## config.mk

```make
export PLATFORM = sky130hd
export DESIGN_NAME = dmem_write_buffer
export DESIGN_NICKNAME = d
export VERILOG_FILES = /design/src/rtl/dmem_write_buffer.sv
export SDC_FILE = /design/constraint.sdc
export NUM_CORES = 1
export LEC_CHECK = 0
export BUFFER_PORTS_ARGS = -buffer_cell sky130_fd_sc_hd__clkbuf_2
export CAP_MARGIN = 0
export CELL_PAD_IN_SITES_DETAIL_PLACEMENT = 1
export CELL_PAD_IN_SITES_GLOBAL_PLACEMENT = 1
export CORE_UTILIZATION = 44
export CTS_CLUSTER_DIAMETER = 40
export DETAILED_ROUTE_END_ITERATION = 12
export PLACE_DENSITY = 0.85
export SYNTH_ARGS = -nofsm -noshare
export SYNTH_HDL_FRONTEND = slang
export SYNTH_SLANG_ARGS = --single-unit
```

## constraint.sdc

```tcl
create_clock -name clk_i -period 4.1 [get_ports clk_i]
set_input_delay 0.205 -clock clk_i [delete_from_list [all_inputs] [get_ports clk_i]]
set_output_delay 0.205 -clock clk_i [all_outputs]
set_load 0.05 [all_outputs]
```

## src/rtl/dmem_write_buffer.sv

```systemverilog
// Posted-write buffer between the CPU data port and a req/ack data memory.
// Stores retire in order in the background; loads hitting a buffered store are forwarded.
module dmem_write_buffer #(
   parameter int DEPTH  = 4,
   parameter int ADDR_W = 32,
   parameter int DATA_W = 32
) (
   input  logic              clk_i,
   input  logic              rst_i,
   input  logic [ADDR_W-1:0] cpu_addr_i,
   input  logic [DATA_W-1:0] cpu_wdata_i,
   input  logic              cpu_read_i,
   input  logic              cpu_write_i,
   output logic [DATA_W-1:0] cpu_rdata_o,
   output logic              cpu_stall_o,
   output logic              mem_req_o,
   output logic              mem_we_o,
   output logic [ADDR_W-1:0] mem_addr_o,
   output logic [DATA_W-1:0] mem_wdata_o,
   input  logic              mem_ack_i,
   input  logic [DATA_W-1:0] mem_rdata_i,
   output logic              buf_empty_o
);

   localparam int PTR_W = $clog2(DEPTH);
   localparam int WA_W  = ADDR_W - 2;
   localparam logic [PTR_W:0] DEPTH_C = (PTR_W+1)'(DEPTH);

   typedef enum logic [1:0] {
      ST_IDLE  = 2'd0,
      ST_DRAIN = 2'd1,
      ST_READ  = 2'd2,
      ST_RESP  = 2'd3
   } state_t;

   state_t            state_r;
   state_t            state_nxt_s;
   logic [WA_W-1:0]   addr_q_r [DEPTH];
   logic [DATA_W-1:0] data_q_r [DEPTH];
   logic [PTR_W-1:0]  wr_ptr_r;
   logic [PTR_W-1:0]  rd_ptr_r;
   logic [PTR_W:0]    count_r;
   logic [PTR_W:0]    count_nxt_s;
   logic [DATA_W-1:0] resp_data_r;
   logic [WA_W-1:0]   resp_addr_r;

   logic              wr_req_s;
   logic              rd_req_s;
   logic [WA_W-1:0]   cpu_word_s;
   logic              fwd_hit_s;
   logic [DATA_W-1:0] fwd_data_s;
   logic              resp_hit_s;
   logic              read_miss_s;
   logic              pop_s;
   logic              can_push_s;
   logic              push_s;

   // A simultaneous read and write is treated as a write only.
   assign wr_req_s    = cpu_write_i;
   assign rd_req_s    = cpu_read_i & ~cpu_write_i;
   assign cpu_word_s  = cpu_addr_i[ADDR_W-1:2];
   assign pop_s       = (state_r == ST_DRAIN) & mem_ack_i;
   assign can_push_s  = (count_r < DEPTH_C) | pop_s;
   assign push_s      = wr_req_s & can_push_s;
   assign resp_hit_s  = (state_r == ST_RESP) & rd_req_s & (cpu_word_s == resp_addr_r);
   assign read_miss_s = rd_req_s & ~resp_hit_s & ~fwd_hit_s;
   assign count_nxt_s = count_r + {{PTR_W{1'b0}}, push_s} - {{PTR_W{1'b0}}, pop_s};
   assign buf_empty_o = (count_r == '0) && (state_r == ST_IDLE);

   // Forwarding search: walk oldest to newest so the newest matching entry wins.
   always_comb begin
      fwd_hit_s  = 1'b0;
      fwd_data_s = '0;
      for (int i = 0; i < DEPTH; i++) begin
         if (((PTR_W+1)'(i) < count_r) &&
             (addr_q_r[rd_ptr_r + PTR_W'(i)] == cpu_word_s)) begin
            fwd_hit_s  = 1'b1;
            fwd_data_s = data_q_r[rd_ptr_r + PTR_W'(i)];
         end else begin
            fwd_hit_s  = fwd_hit_s;
         end
      end
   end

   // CPU-side answer: stall decision and load data.
   always_comb begin
      cpu_stall_o = 1'b0;
      cpu_rdata_o = '0;
      if (wr_req_s) begin
         cpu_stall_o = ~can_push_s;
      end else if (rd_req_s) begin
         if (resp_hit_s) begin
            cpu_rdata_o = resp_data_r;
         end else if (fwd_hit_s) begin
            cpu_rdata_o = fwd_data_s;
         end else begin
            cpu_stall_o = 1'b1;
         end
      end else begin
         cpu_stall_o = 1'b0;
      end
   end

   // Next-state and memory-port outputs; outputs hold while a transaction is pending.
   always_comb begin
      state_nxt_s = state_r;
      mem_req_o   = 1'b0;
      mem_we_o    = 1'b0;
      mem_addr_o  = '0;
      mem_wdata_o = '0;
      case (state_r)
         ST_IDLE: begin
            if (read_miss_s) begin
               state_nxt_s = ST_READ;
            end else if (count_nxt_s != '0) begin
               state_nxt_s = ST_DRAIN;
            end else begin
               state_nxt_s = ST_IDLE;
            end
         end
         ST_DRAIN: begin
            mem_req_o   = 1'b1;
            mem_we_o    = 1'b1;
            mem_addr_o  = {addr_q_r[rd_ptr_r], 2'b00};
            mem_wdata_o = data_q_r[rd_ptr_r];
            if (!mem_ack_i) begin
               state_nxt_s = ST_DRAIN;
            end else if (read_miss_s) begin
               state_nxt_s = ST_READ;
            end else if (count_nxt_s != '0) begin
               state_nxt_s = ST_DRAIN;
            end else begin
               state_nxt_s = ST_IDLE;
            end
         end
         ST_READ: begin
            mem_req_o  = 1'b1;
            mem_addr_o = cpu_addr_i;
            if (mem_ack_i) begin
               state_nxt_s = ST_RESP;
            end else begin
               state_nxt_s = ST_READ;
            end
         end
         ST_RESP: begin
            if (count_nxt_s != '0) begin
               state_nxt_s = ST_DRAIN;
            end else begin
               state_nxt_s = ST_IDLE;
            end
         end
         default: begin
            state_nxt_s = ST_IDLE;
         end
      endcase
   end

   // Control registers; reset discards every buffered store.
   always_ff @(posedge clk_i or posedge rst_i) begin
      if (rst_i) begin
         state_r     <= ST_IDLE;
         wr_ptr_r    <= '0;
         rd_ptr_r    <= '0;
         count_r     <= '0;
         resp_data_r <= '0;
         resp_addr_r <= '0;
      end else begin
         state_r <= state_nxt_s;
         count_r <= count_nxt_s;
         if (push_s) begin
            wr_ptr_r <= wr_ptr_r + PTR_W'(1);
         end
         if (pop_s) begin
            rd_ptr_r <= rd_ptr_r + PTR_W'(1);
         end
         if ((state_r == ST_READ) && mem_ack_i) begin
            resp_data_r <= mem_rdata_i;
            resp_addr_r <= cpu_word_s;
         end
      end
   end

   // Entry storage; validity is tracked by the pointers and count alone.
   always_ff @(posedge clk_i) begin
      if (push_s) begin
         addr_q_r[wr_ptr_r] <= cpu_word_s;
         data_q_r[wr_ptr_r] <= cpu_wdata_i;
      end
   end

endmodule
```

==> run metrics, run 1 <==
status=complete, but fails checks; failing checks=negative setup slack; final setup fails=35; Routability Congestion=1.015; DP HPWL=49310 µm; Seq/Total Area, Yosys=44.34%; fin cells=2797; max-cap viol count=0; Pleak=11.44 nW; DRT Wirelength=102300 µm; H-Tree Depth=2; IO buf count=200; Placement Setup Slack=-0.6721 ns; Synth Flop Type=edfxtp_1; die height=219.4 µm; RSZ-0062 raised after global routing=true; Post-DRT Antenna Nets=0; adder-cell area share of the yosys netlist=0.8781%; initial antenna violation count=8; Final Max Tran Viols=0; Period Utilization, post-route=128.2%; Critical Path, Cell by Cell=buf_12 > buf_4 > buf_12 > mux2i_4 > buf_4 > nand2_1 > o21ai_0 > nor3_1 > a32oi_1 > nand3b_1 > buf_6 > buf_16 > mux2i_4 > mux2i_1 > o311ai_2 > a32o_2 > buf_12; Yosys top cell by area=edfxtp_1; clock buffer count from CTS=56; worst path bufs/invs=7; total congestion overflow=0; Synth Cell Area=20800 µm²; largest net degree at the start of global routing=133; worst hold path class=input pin to flip-flop; PD cells=810.1 nW/µm²; Core Rows=79; R2R cell count=17; slowest CP cell=dfrtp_4; width of the die=219.4 µm; clk sinks=319; vias per cell=7.125; clk_lat worst skew=0.66 ns; crit end category=output port; Synth Area in Compound Gates=10.45%; Worst setup SP type=flip-flop; FMAX=0.1903 GHz; Mapped Nets=1869; Max stage delay on crit path=0.52 ns; vias=19930; share of layout cells above drive strength 1=39.54%; Final min period=5.255 ns; Worst EP required=3.89 ns; top cell type's share of synthesized area=35.80%; Setup TNS=-33.27 ns; Critical Path Most Common Cell=buf_12; CP arrival=5.05 ns; CTS root buf=clkbuf_16; Slew HR=22.58%; Seq cells post-synth=319; Syn Area/Cell=11.86 µm²; worst slew pin tran=1.161 ns; die area=48150 µm²; Post-synth EDFFs=248; Area Overhead vs Synth=37.09%; Synth area leaders=edfxtp_1, mux2i_1, dfrtp_1; Layout Utilization=61.25%; Setup WS post-layout=-1.155 ns; worst-path fanout max=29; Placed Cells=2573; Setup Skew=0.06666 ns; Final Hold Fails=0; GRT Total Usage=36.95%; Yosys Warn Count=0; Yosys cell types=70; # nets final=2253; IO Count=201; post-synthesis mux area share=24.67%; Max VDD drop=0.5034 mV; critical path class=flip-flop to output port; clock tree buffer depth=3; DRC=0; Gate Count Post-Synth=1754; CORE AREA=46560 µm²; async set-reset flop share out of synthesis=22.26%; Levels on crit path=17; Pre-antenna DRT Iters=6; drt wl/cell=36.58 µm; initial core utilization=44.68%; Synth Area in Simple Gates=9.960%; Starting DRT DRC Count=2994; CP delay by family, top=buffers and inverters; CTS tree=yes; Layout fillers=4460; clock slew at reported path FFs=0.06 ns; largest family of logic cells by synthesized area=multiplexers; flop2flop setup slack=0.08 ns; vias in the first global route=19990; Synth Area in XOR/XNOR=5.768%; WHS=0.03629 ns; hold path depth=1; first-pass GRT wire length=130800 µm
==> per-layer routing <==
layer  share of wire, %  track usage (%)  up-vias  wire (µm)
met4                8.1            23.56        6       8308
met2                 45            59.32     1844      46500
li1                   -                -     7517          -
met3                 12            9.106      643      12270
met5              0.040                0        -         41
met1                 34            44.32     9919      35200
==> flip-flops by register name, indices dropped and copies added, names as in the netlist <==
register / cells
wr_ptr_r: 2
count_r: 3
data_q_r: 128
resp_addr_r: 30
resp_data_r: 32
rd_ptr_r: 2
state_r: 2
addr_q_r: 120
==> cell families (layout without fill, tap and decap cells) <==
family                   Yosys count  count (layout)
flip-flops                       319             319
XOR/XNOR                         137             137
AO/OA/AOI/OAI                    282             282
multiplexers                     410             410
buffers and inverters            179             610
AND/OR/NAND/NOR                  413             413
adder cells (fa/ha/maj)           14              14
other                              0               5
==> synthesized netlist by cell type (all sizes together), types with 29 or more instances <==
master and n:
mux2i 255, edfxtp 248, nor2 108, nand2 105
clkbuf 92, xnor2 92, mux2 81, mux4 74
dfrtp 71, buf 69, a211oi 62, xor2 45
a32o 43, nor3 37, o21ai 37, nor2b 35
nor3b 30, or2 29
==> cell type report <==
cell class              instances  area [µm²]  share of cell area, %
diodes                          5       12.51                0.04387
clock inverters                40       563.0                  1.974
repair buffers                487        4446                  15.59
inverters                      18       70.07                 0.2457
well taps                     607       759.5                  2.663
clock buffers                  65        1476                  5.177
multi-input cells            1256       11960                  41.94
flip-flops and latches        319        9231                  32.37
==> worst paths after layout <==
check	start	end
worst max-delay path	rd_ptr_r[1]	cpu_rdata_o[20]
max in group asynchronous	rst_i	rd_ptr_r[1]
worst max register to register	rd_ptr_r[1]	state_r[0]
worst min-delay path	cpu_addr_i[18]	addr_q_r[3][16]
min in group asynchronous	rst_i	resp_data_r[20]
worst min register to register	resp_data_r[22]	resp_data_r[22]
==> power breakdown <==
group	leakage, nW	total (mW)	switching [mW]	internal, mW
registers	3.12	5.01	0.688	4.32
clock network	0.977	5.28	2.03	3.26
logic	7.35	12.8	8.18	4.63
total	11.4	23.1	10.9	12.2
==> worst register-to-register path: cells and delay by family (launching register included) <==
kind,cells,cell delay (ns)
buf+inv,9,1.49
mux,1,0.18
compound gates,3,1.14
simple gates,4,0.59
flops,1,0.52
==> timing repair <==
item	CTS	global route
setup endpoints to repair	33	34
pin swaps	26	49
endpoints found under the hold margin	188	0
setup buffers	12	18
cloned	10	5
gates resized for setup	161	105
hold buffers	69	0
==> per-stage QoR <==
stage / area [µm²] / power, mW
6_report: 28520 / 23.10
5_1_grt: 28510 / 23.44
4_1_cts: 27690 / 21.28
3_5_place_dp: 23940 / 15.55
3_3_place_gp: 23940 / 15.11
2_1_floorplan: 20950 / 12.33
==> cell usage in the layout (no fill, tap or decap), types with 61 or more instances in the layout <==
cell type      netlist  final
nor2_1             108    106
xnor2_1             92     88
buf_4                5    167
dfrtp_1             71     69
dlygate4sd3_1        0     69
clkbuf_2             3    167
clkbuf_16            0     61
mux2i_1            255    218
mux2_2              80     80
nand2_1            105    100
edfxtp_1           248    248
mux4_2              74     74
Power figures use the tool's default switching activity.
==> run 2: changes to the inputs <==
- CORE_MARGIN: unset -> 8
==> run 2 against run 1 <==
Effect of this change: the flow still finishes with violations (negative setup slack); hold slack gained 0.030 ns; sequential share of layout area decreased by 0.56 points; critical path depth shrank 3; power grew 0.96%; combinational power is 3% higher; critical path type unchanged; sequential power hardly changed; non-clock buffer count up 42; cell area increased by 1.8%; first-iteration DRC count fell by 12%; count of clock-buffer cells in the layout rose by 10.
==> run metrics, run 2 (synthesis results as in run 1) <==
total power draw=23.32 mW; vias=19800; worst path bufs/invs=6; highest-count cells in the layout ignoring fill and taps=edfxtp_1, mux2i_1, buf_4; RSZ-0062 raised after global routing=true; first-pass GRT wire length=134500 µm; clk_lat worst skew=0.63 ns; Placement Setup Slack=-0.6237 ns; status=complete, but fails checks; PD cells=803.7 nW/µm²; H-Tree Depth=2; Critical Path, Cell by Cell=buf_6 > buf_12 > buf_4 > mux2i_1 > o211ai_1 > a21oi_1 > o2111ai_1 > or4_4 > or3_4 > buf_16 > buf_4 > or2_1 > a32o_2 > buf_12; drt wl/cell=35.39 µm; Pleak=11.66 nW; Global Route met1 Usage=39.93%; DRT Wirelength=100600 µm; Final min period=5.219 ns; Register Area=9231 µm²; max FFs per register=128; GRT Total Usage=32.79%; worst slew pin tran=1.188 ns; multi-input logic area=12040 µm²; Core Rows=79; total congestion overflow=0; Setup Skew=0.02723 ns; critical path class=flip-flop to output port; Final Max Tran Viols=0; initial antenna violation count=8; IO buf count=200; Slew HR=20.81%; FMAX=0.1916 GHz; Reg with most FFs=data_q_r; CTS tree=yes; worst hold path class=input pin to flip-flop; worst-path fanout max=12; fin cells=2842; clock buffer count from CTS=57; Worst setup SP type=flip-flop; die height=233.4 µm; crit end category=output port; initial core utilization=44.59%; # nets final=2296; IO Count=201; commonest non-fill, non-tap cell in the layout=edfxtp_1; Most Crowded Layer GR=met2; Max VDD drop=0.7427 mV; final setup fails=33; Layout fillers=4518; Pre-antenna DRT Iters=7; share of layout cells above drive strength 1=40.94%; clock tree buffer depth=3; vias in the first global route=20190; vias per cell=6.966; DP HPWL=51940 µm; failing checks=negative setup slack; Post-DRT Antenna Nets=0; largest net degree at the start of global routing=97; clock slew at reported path FFs=0.05 ns; die area=54490 µm²; width of the die=233.4 µm; Period Utilization, post-route=127.3%; max-cap viol count=0; CP delay by family, top=simple AND/OR/NAND/NOR gates; clk sinks=319; CORE AREA=46650 µm²; Routability Congestion=0.9734; Starting DRT DRC Count=2648; CTS root buf=clkbuf_16; DRC=0; biggest regs=data_q_r x128, addr_q_r x120, resp_data_r x32; met2 Resource Use GR=53.24%; slowest CP cell=mux2i_1; Max stage delay on crit path=0.64 ns; Placed Cells=2594; Worst EP required=3.89 ns; Area Overhead vs Synth=39.50%; Final Hold Fails=0; met3 usage in global routing=7.643%; Setup WS post-layout=-1.119 ns; CP arrival=5.01 ns
run 2: area by class of cell:
cell class / count / share of cell area [%]
flip-flops and latches: 319 / 31.81
multi-input cells: 1256 / 41.48
clock buffers: 75 / 5.325
inverters: 18 / 0.2414
well taps: 607 / 2.617
clock inverters: 33 / 1.625
repair buffers: 529 / 16.85
diodes: 5 / 0.04311
run 2: metal layers:
| layer | up-vias | wire length [µm] |
|---|---|---|
| met5 | - | 38 |
| met4 | 6 | 6975 |
| met3 | 527 | 11460 |
| met2 | 1725 | 46840 |
| met1 | 9930 | 35280 |
| li1 | 7609 | - |
run 2: through the flow:
step                hold WS (ns)  utilization, %  cell area, µm²  setup TNS, ns
floorplan                 0.3039               -           20950              0
global placement          0.3994           51.60           24070         -8.976
detailed placement        0.3981           51.60           24070         -14.86
CTS                     0.007378           60.47           28210         -20.94
global route             0.04709           62.18           29010         -33.83
finish                   0.06582           62.20           29020         -34.86
run 2: worst paths after layout:
path                            slack [ns]              end            start  cells past startpoint
worst max register to register        0.01       state_r[1]      rd_ptr_r[1]                     17
worst min register to register        0.52  resp_data_r[25]  resp_data_r[25]                      1
min in group asynchronous             0.29  resp_data_r[23]            rst_i                      3
worst max-delay path                 -1.12  cpu_rdata_o[17]      rd_ptr_r[1]                     14
worst min-delay path                  0.07  addr_q_r[0][26]   cpu_addr_i[28]                      1
max in group asynchronous             2.70  resp_addr_r[15]            rst_i                      4
run 2: worst reg2reg max path, stage by stage (launching register included):
cell	delay, ns
dfrtp_4	0.51
buf_6	0.15
buf_12	0.14
buf_4	0.16
mux2i_1	0.65
o211ai_1	0.22
a21oi_1	0.26
o2111ai_1	0.15
or4_4	0.56
buf_4	0.16
buf_6	0.10
buf_4	0.13
nor3_4	0.20
nor2_4	0.08
buf_6	0.14
nand3_4	0.10
buf_4	0.12
o22ai_1	0.12
run 2: power by group:
part	total, mW	leakage [nW]	internal [mW]	switching [mW]
clock network	5.16	0.983	3.25	1.91
logic	13.2	7.56	4.93	8.25
registers	4.98	3.12	4.32	0.654
run 2: what timing repair did:
| item | in CTS | in global routing |
|---|---|---|
| resized for setup | 221 | 99 |
| pin swaps | 52 | 63 |
| hold buffers | 70 | 0 |
| endpoints found under the setup margin | 33 | 34 |
| setup buffers | 27 | 25 |
| hold endpoints to repair | 207 | 0 |
| gates cloned | 12 | 5 |
